File: src/rtl/mux_scan_pkg.sv
// mux_scan_pkg: shared constants and types for the mux scan sampler
package mux_scan_pkg;
    localparam int NCH   = 4;
    localparam int SEL_W = 2;
    typedef enum logic [1:0] {IDLE, SETTLE, DONE} scan_state_t;
    typedef logic [NCH-1:0] ch_mask_t;
endpackage

File: src/rtl/mux_scan_next_ch.sv
// mux_scan_next_ch: finds the next enabled channel above sel, or the lowest enabled one when from_idle
module mux_scan_next_ch (
    input  logic [3:0] mask,
    input  logic [1:0] sel,
    input  logic       from_idle,
    output logic       found,
    output logic [1:0] next_sel
);
    import mux_scan_pkg::*;
    // descending walk so the lowest qualifying channel is the last one written
    always_comb begin
        found    = 1'b0;
        next_sel = '0;
        for (int i = NCH - 1; i >= 0; i--) begin
            if (mask[i] && (from_idle || i > int'(sel))) begin
                found    = 1'b1;
                next_sel = SEL_W'(i);
            end
        end
    end
endmodule

File: src/rtl/mux_scan_sampler.sv
// mux_scan_sampler: steps a 4:1 mux select over enabled channels, samples z and hands off a result word
module mux_scan_sampler #(
    parameter int SETTLE   = 2,
    parameter int SETTLE_W = 4
) (
    input  logic       clk,
    input  logic       rst_n,
    input  logic       start,
    input  logic [3:0] mask,
    output logic [1:0] sel,
    input  logic       z,
    output logic       busy,
    output logic [3:0] word,
    output logic       word_valid,
    input  logic       word_ready,
    output logic       start_err
);
    import mux_scan_pkg::*;

    scan_state_t         state_q, state_d;
    logic [SEL_W-1:0]    sel_q, sel_d;
    logic [SETTLE_W-1:0] cnt_q, cnt_d;
    ch_mask_t            m_q, m_d;
    ch_mask_t            shadow_q, shadow_d;
    ch_mask_t            word_q, word_d;
    logic                start_err_q, start_err_d;
    ch_mask_t            shadow_smp;
    logic                start_ok, last, found;
    logic [SEL_W-1:0]    next_sel;

    // an accepted start reuses the lookup to find the first channel of the new mask
    assign start_ok = start && (state_q == IDLE || (state_q == DONE && word_ready));
    assign last     = cnt_q == SETTLE_W'(SETTLE - 1);

    mux_scan_next_ch u_next (
        .mask      (start_ok ? mask : m_q),
        .sel       (sel_q),
        .from_idle (start_ok),
        .found     (found),
        .next_sel  (next_sel)
    );

    // next-state, channel stepping and result assembly
    always_comb begin
        state_d     = state_q;
        sel_d       = sel_q;
        cnt_d       = cnt_q;
        m_d         = m_q;
        shadow_d    = shadow_q;
        word_d      = word_q;
        shadow_smp  = shadow_q;
        shadow_smp[sel_q] = z;
        start_err_d = start && (state_q == mux_scan_pkg::SETTLE || (state_q == DONE && !word_ready));
        if (start_ok) begin
            m_d      = mask;
            shadow_d = '0;
            cnt_d    = '0;
            sel_d    = found ? next_sel : '0;
            state_d  = found ? mux_scan_pkg::SETTLE : DONE;
            word_d   = found ? word_q : '0;
        end else if (state_q == mux_scan_pkg::SETTLE) begin
            cnt_d = last ? '0 : cnt_q + SETTLE_W'(1);
            if (last) begin
                shadow_d = shadow_smp;
                sel_d    = found ? next_sel : sel_q;
                state_d  = found ? mux_scan_pkg::SETTLE : DONE;
                word_d   = found ? word_q : shadow_smp;
            end
        end else if (state_q == DONE && word_ready) begin
            state_d = IDLE;
            sel_d   = '0;
        end
    end

    // state and datapath registers; reset discards any partial scan
    always_ff @(posedge clk or negedge rst_n) begin
        if (!rst_n) begin
            state_q     <= IDLE;
            sel_q       <= '0;
            cnt_q       <= '0;
            m_q         <= '0;
            shadow_q    <= '0;
            word_q      <= '0;
            start_err_q <= 1'b0;
        end else begin
            state_q     <= state_d;
            sel_q       <= sel_d;
            cnt_q       <= cnt_d;
            m_q         <= m_d;
            shadow_q    <= shadow_d;
            word_q      <= word_d;
            start_err_q <= start_err_d;
        end
    end

    assign sel        = sel_q;
    assign busy       = state_q == mux_scan_pkg::SETTLE;
    assign word       = word_q;
    assign word_valid = state_q == DONE;
    assign start_err  = start_err_q;
endmodule

File: config.mk
export PLATFORM = sky130hd
export DESIGN_NAME = mux_scan_sampler
export DESIGN_NICKNAME = d
export VERILOG_FILES = /design/src/rtl/mux_scan_pkg.sv /design/src/rtl/mux_scan_next_ch.sv /design/src/rtl/mux_scan_sampler.sv
export SDC_FILE = /design/constraint.sdc
export NUM_CORES = 1
export LEC_CHECK = 0
export CAP_MARGIN = 30
export CORE_MARGIN = 1.5
export CORE_UTILIZATION = 47
export DETAILED_ROUTE_END_ITERATION = 8
export PLACE_DENSITY = 0.85
export SKIP_LAST_GASP = 1
export SYNTH_ARGS = -nofsm -noshare
export SYNTH_HDL_FRONTEND = slang
export SYNTH_SLANG_ARGS = --single-unit
File: constraint.sdc
create_clock -name clk -period 1.63 [get_ports clk]
set_clock_uncertainty 0.2 [all_clocks]
set_input_delay 0.326 -clock clk [delete_from_list [all_inputs] [get_ports clk]]
set_output_delay 0.326 -clock clk [all_outputs]
set_load 0.05 [all_outputs]
==> impl_metrics.yaml, run 1 <==
finish:
  final_util_pct: 82.08
  syn2layout_area_growth_pct: 61.99
  fill_cells: 114
  final_nets: 184
  final_cell_mix: "buf_4, dfrtp_1, nand2_1, buf_12"
  num_antenna_cells: 0
  final_common_cell: "buf_4"
  drive_gt1_share_pct: 44.77
route:
  route.detailed.drc: 0
  antenna_left: 0
  wl_per_cell_um: 18.85
  drt_iter0_markers: 53
  drt_wl_total_um: 3769
  via_count: 1203
  via_per_inst: 6.015
  firstDrtPassIters: 4
grt:
  grt_pass1_wl_um: 4940
  grt_overflow_total: 0
  antenna_found_initial: 0
  grt_pass1_vias: 1104
  grt_start_max_net_pins: 21
  grt_usage_pct: 25.17
sta:
  max_freq_mhz: 536.0
  timing.final.ws_setup_ns: -0.2358
  worst_pin_slew_ns: 0.2686
  hold_viol: 0
  fin_crit_ns: 1.866
  setup_viol: 16
  max_slew_margin_pct: 81.58
  fin_tns_setup_ns: -2.042
  slew_violations: 0
  final.period_utilization_pct: 114.5
  rsz0062_at_grt: "true"
yosys:
  synth.top_cell.area_share_pct: 43.81
  ys_seq_elements: 20
  synth_edf_count: 0
  synth_nets: 130
  ys.flop_type: "dfrtp_1"
  netlist-cell-type-count: 40
  syn_inst: 119
  synth_area_um2: 1142
  ys_seq_area_share_pct: 43.81
  yosysTopAreaCell: "dfrtp_1"
  netlist_top_cells_area: "dfrtp_1, o21ai_0, nand2_1"
  yosys_warnings: 0
  synth.avg_cell_area_um2: 9.600
  async_flop_share_pct: 100.0
critical_path:
  cp.arrival_ns: 1.87
  required_ns: 1.63
  crit_chain: "inv_1 -> ha_2 -> nor3b_4 -> nand2_2 -> o22a_1 -> mux2_4"
  ff2ff_path_depth: 6
  critPathMaxFanout: 3
  reg2reg_to: "sel[0]"
  criticalPathCategory: "register to register"
  reg2reg_setup_slack_ns: -0.24
  end_kind: "register"
  cpPeakStageDelay_ns: 0.39
  critPathLaunchType: "register"
  cp_slowest_cell: "dfrtp_1"
  timing.rr.start: "cnt_q[1]"
clock_network:
  tritoncts: "yes"
  clkTransAtPathRegs_ns: 0.12
  cts_num_sinks: 20
  cts_buffers: 3
  hold_buffers: 0
  cts_root_buf: "clkbuf_4"
  clkLatencyLatePin_ns: 0.31
  clockBufferDepth: 2
  htree_levels: 1
placed_design:
  dpl_worst_slack_ns: -0.4042
  hpwlAfterDp_um: 2284
  finalWeightedCongestion: 0.7788
  port_buffers: 17
floorplanning:
  initial_utilization_pct: 50.67
  io_pins: 18
  die_height_um: 52.30
  die_x_um: 52.30
  rows: 17
  core-area_um2: 2255
  fp.dieArea_um2: 2735
power:
  powerDensity_nw_per_um2: 2158
  p_leak_nw: 0.8441
  vdd_drop_max_v: 0.001341
outcome:
  failed_checks: "negative setup slack"
  status: "finished with violations"
run:
  max_cap_violations: 0
min_path:
  hold_path.class: "input pin to asynchronous set/reset pin"
[worst max-delay path by stage]
stage          startpoint  endpoint  slack (ns)  cells after the start
6_report         cnt_q[1]    sel[0]       -0.24                      6
5_1_grt          cnt_q[1]    sel[0]       -0.30                      6
4_1_cts          cnt_q[1]    sel[0]       -0.17                      6
3_5_place_dp        start    sel[1]       -0.40                      6
3_3_place_gp        start    sel[0]       -0.35                      6
2_1_floorplan      sel[1]    sel[1]       -0.24                      6
[logic make-up after synthesis]
kind of cell               synth area share [%]
and+or+nand+nor                           25.63
adders and majority gates                 2.190
buffers and inverters                     3.285
DFF                                       43.81
muxes                                     6.353
AOI/OAI and AO/OA                         18.73
[worst max-delay path, delay by kind of cell, from the launching register on]
| family | cells | cell delay (ns) |
|---|---|---|
| fa+ha+maj | 1 | 0.18 |
| buf+inv | 1 | 0.06 |
| compound gates | 1 | 0.26 |
| flops | 1 | 0.39 |
| simple gates | 2 | 0.35 |
| mux | 1 | 0.32 |
[layout make-up]
type	instances	area, µm²	area share (%)
inverter	4	22.52	1.217
tap	28	35.03	1.893
clock buffer	3	22.52	1.217
clock inverter	1	30.03	1.623
multi-input combinational	93	706.9	38.20
timing repair buffer	51	530.5	28.67
sequential	20	503.0	27.18
[through the flow]
stage	hold slack [ns]	cell area, µm²	instances	power [W]
after global placement	0.2605	1617	187	0.002875
final	0.1345	1851	200	0.003993
after CTS	0.1359	1730	193	0.003579
after floorplan	-0.1696	1156	119	0.002024
after detailed placement	0.2770	1617	187	0.002980
after global routing	0.1539	1851	200	0.004153
[Yosys cell counts, types with 2 or more instances]
| cell | instances |
|---|---|
| a22o_1 | 2 |
| nand2b_1 | 5 |
| o21ai_0 | 12 |
| a21oi_1 | 2 |
| a21o_1 | 2 |
| buf_6 | 2 |
| nand3_1 | 2 |
| nor2b_1 | 4 |
| mux2_1 | 2 |
| nand2_1 | 15 |
| inv_1 | 3 |
| mux2i_1 | 5 |
| o2bb2ai_1 | 2 |
| ha_1 | 2 |
| a32o_1 | 2 |
| nor3_1 | 3 |
| nor3b_1 | 2 |
| dfrtp_1 | 20 |
| nor2_1 | 10 |
| nor2_2 | 2 |
[report_power, final]
part	switching [W]	internal (W)	total [W]	leakage, nW
sequential	0.000238	0.000681	0.000919	0.261
combinational	0.00135	0.00131	0.00266	0.555
clock	0.000163	0.000249	0.000412	0.0279
[repair_timing]
action                                  in CTS  in global routing
gates cloned                                 0                  0
gates resized for setup                     15                 20
endpoints found under the setup margin      15                 18
pin swaps                                    4                  5
setup buffers                                2                  7
[sequential cells by signal, indices dropped and copies added, names as in the netlist]
register   count
m_q            3
state_q        2
sel            2
cnt_q          4
start_err      1
shadow_q       4
word           4
[layer usage]
metal	routed length (µm)	track usage [%]	vias up
met5	0	0	-
met4	195	11.11	0
met3	207	7.143	19
met2	1914	43.13	72
met1	1452	28.88	585
li1	-	-	527
(Power assumes the default switching activity.)
==> run 2: changes to the inputs <==
CORE_ASPECT_RATIO = 1.1   (was default)
==> run 2 against run 1 <==
  * The run still ends with negative setup slack left
  * Sequential share of layout area increased by 0.32 points
  * Utilization down 1.7 points
  * First-iteration DRC count shrank 58%
  * Critical path depth unchanged
  * Non-clock buffer count is the same
  * Combinational power decreased by 5%
  * Critical endpoint is now sel[1]
==> impl_metrics.yaml, run 2 (synthesized netlist as in run 1, its figures left out) <==
outcome:
  status: "finished with violations"
  failed_checks: "negative setup slack"
critical_path:
  criticalPathCategory: "register to register"
  critPathMaxFanout: 3
  cp.arrival_ns: 1.80
  cp_num_cells: 6
  end_kind: "register"
  critical_path_buf_inv_count: 1
  critical-path-top-delay-family: "flip-flops"
  cpPeakStageDelay_ns: 0.40
  required_ns: 1.64
  crit_chain: "inv_1 -> ha_1 -> nor3b_4 -> nand2_2 -> o22a_1 -> mux2_4"
  ff2ff_path_depth: 6
  cp_slowest_cell: "dfrtp_1"
  critPathLaunchType: "register"
sta:
  max_slew_margin_pct: 80.29
  timing.final.ws_setup_ns: -0.1633
  max_freq_mhz: 557.6
  hold_viol: 0
  fin_tns_setup_ns: -1.549
  setup_viol: 16
  finalHoldWorstSlack_ns: 0.1464
  worst_pin_slew_ns: 0.2925
  final.period_utilization_pct: 110.0
  rsz0062_at_grt: "true"
  slew_violations: 0
  fin_crit_ns: 1.793
power:
  swShare_pct: 42.23
  p_comb_share_pct: 66.0
  intPower_w: 0.002217
  p_seq_share_pct: 23.1
  powerDensity_nw_per_um2: 2098
  pwr-share-clk_pct: 10.9
  report.power.total_w: 0.003837
  p_leak_nw: 0.8528
  vdd_drop_max_v: 0.001311
  switchingPower_w: 0.001620
floorplanning:
  io_pins: 18
  rows: 18
  fp.dieArea_um2: 2736
  core-area_um2: 2275
  initial_utilization_pct: 50.22
  die_height_um: 54.71
  die_x_um: 50.01
clock_network:
  htree_levels: 1
  hold_buffers: 0
  cts_root_buf: "clkbuf_4"
  cts_num_sinks: 20
  clkLatencyLatePin_ns: 0.31
  tritoncts: "yes"
  clkTransAtPathRegs_ns: 0.12
  clockBufferDepth: 2
  cts_buffers: 3
placed_design:
  hpwlAfterDp_um: 2207
  port_buffers: 17
  place_area_um2: 1634
  finalWeightedCongestion: 0.8974
grt:
  grt_overflow_total: 0
  grt_pass1_wl_um: 5030
  grt_pass1_vias: 1171
  grt_start_max_net_pins: 21
  grt_usage_pct: 24.99
  antenna_found_initial: 0
route:
  route.top_layer_used: "met4"
  route.detailed.drc: 0
  dr_wl_met2_um: 1742
  wl_per_cell_um: 15.55
  firstDrtPassIters: 4
  drt_wl_total_um: 3142
  drt_iter0_markers: 22
  via_per_inst: 5.505
  wl_met1_um: 1240
  antenna_left: 0
  wl_met3_um: 111
  via_count: 1112
min_path:
  hold_path.class: "input pin to asynchronous set/reset pin"
finish:
  num_antenna_cells: 0
  final_common_cell: "buf_4"
  final_area_um2: 1829
  syn2layout_area_growth_pct: 60.13
  final_cell_mix: "buf_4, dfrtp_1, nand2_1, o21ai_0, buf_12"
  final_util_pct: 80.42
  drive_gt1_share_pct: 42.44
  final_nets: 184
run:
  max_cap_violations: 0
run 2: changes by cell type in the layout (fill, tap and decap cells not counted), moves of 2 or more:
cell / delta
nor2_4: -2
clkdlybuf4s50_1: -2
nor2b_2: -2
o21ai_0: +4
o21ai_1: -4
run 2: area by class of cell:
cell class	count	area, µm²
Sequential cell	20	503.0
Tap cell	30	37.54
Clock buffer	3	22.52
Fill cell	123	445.4
Multi-Input combinational cell	93	684.4
Timing Repair Buffer	51	531.8
Clock inverter	1	30.03
Inverter	4	20.02
run 2: path summary, 6_finish.rpt:
kind                             startpoint           to  slack, ns
min in group clk                      start    start_err       0.23
worst min-delay path                  rst_n    start_err       0.15
worst max register to register     cnt_q[1]       sel[1]      -0.16
worst max-delay path               cnt_q[1]       sel[1]      -0.16
worst min register to register  shadow_q[2]  shadow_q[2]       0.32
max in group asynchronous             rst_n   state_q[0]       0.86
run 2: repair_timing:
item | 4_1_cts | 5_1_grt
hold endpoints to repair | 0 | 0
setup endpoints to repair | 16 | 17
pin swaps | 4 | 2
gates resized for setup | 18 | 8
buffers inserted | 6 | 1
run 2: stage by stage:
step | std cells | worst slack [ns]
5_1_grt | 202 | -0.2324
6_report | 202 | -0.1633
2_1_floorplan | 119 | -0.2390
3_3_place_gp | 191 | -0.3995
3_5_place_dp | 191 | -0.5004
4_1_cts | 201 | -0.1600
run 2: layer usage:
layer,vias to the layer above,global-route usage (%)
met5,-,0
met4,0,10.65
met3,6,4.098
met2,32,49.56
met1,549,26.24
li1,525,-
run 2: power groups by stage:
stage | clock network [W] | registers [W] | logic (W)
detailed placement | 0 | 0.000872 | 0.00217
global route | 0.000438 | 0.000907 | 0.00269
global placement | 0 | 0.000857 | 0.00209
CTS | 0.000427 | 0.000880 | 0.00243
finish | 0.000420 | 0.000886 | 0.00253
floorplan | 0 | 0.00105 | 0.000976
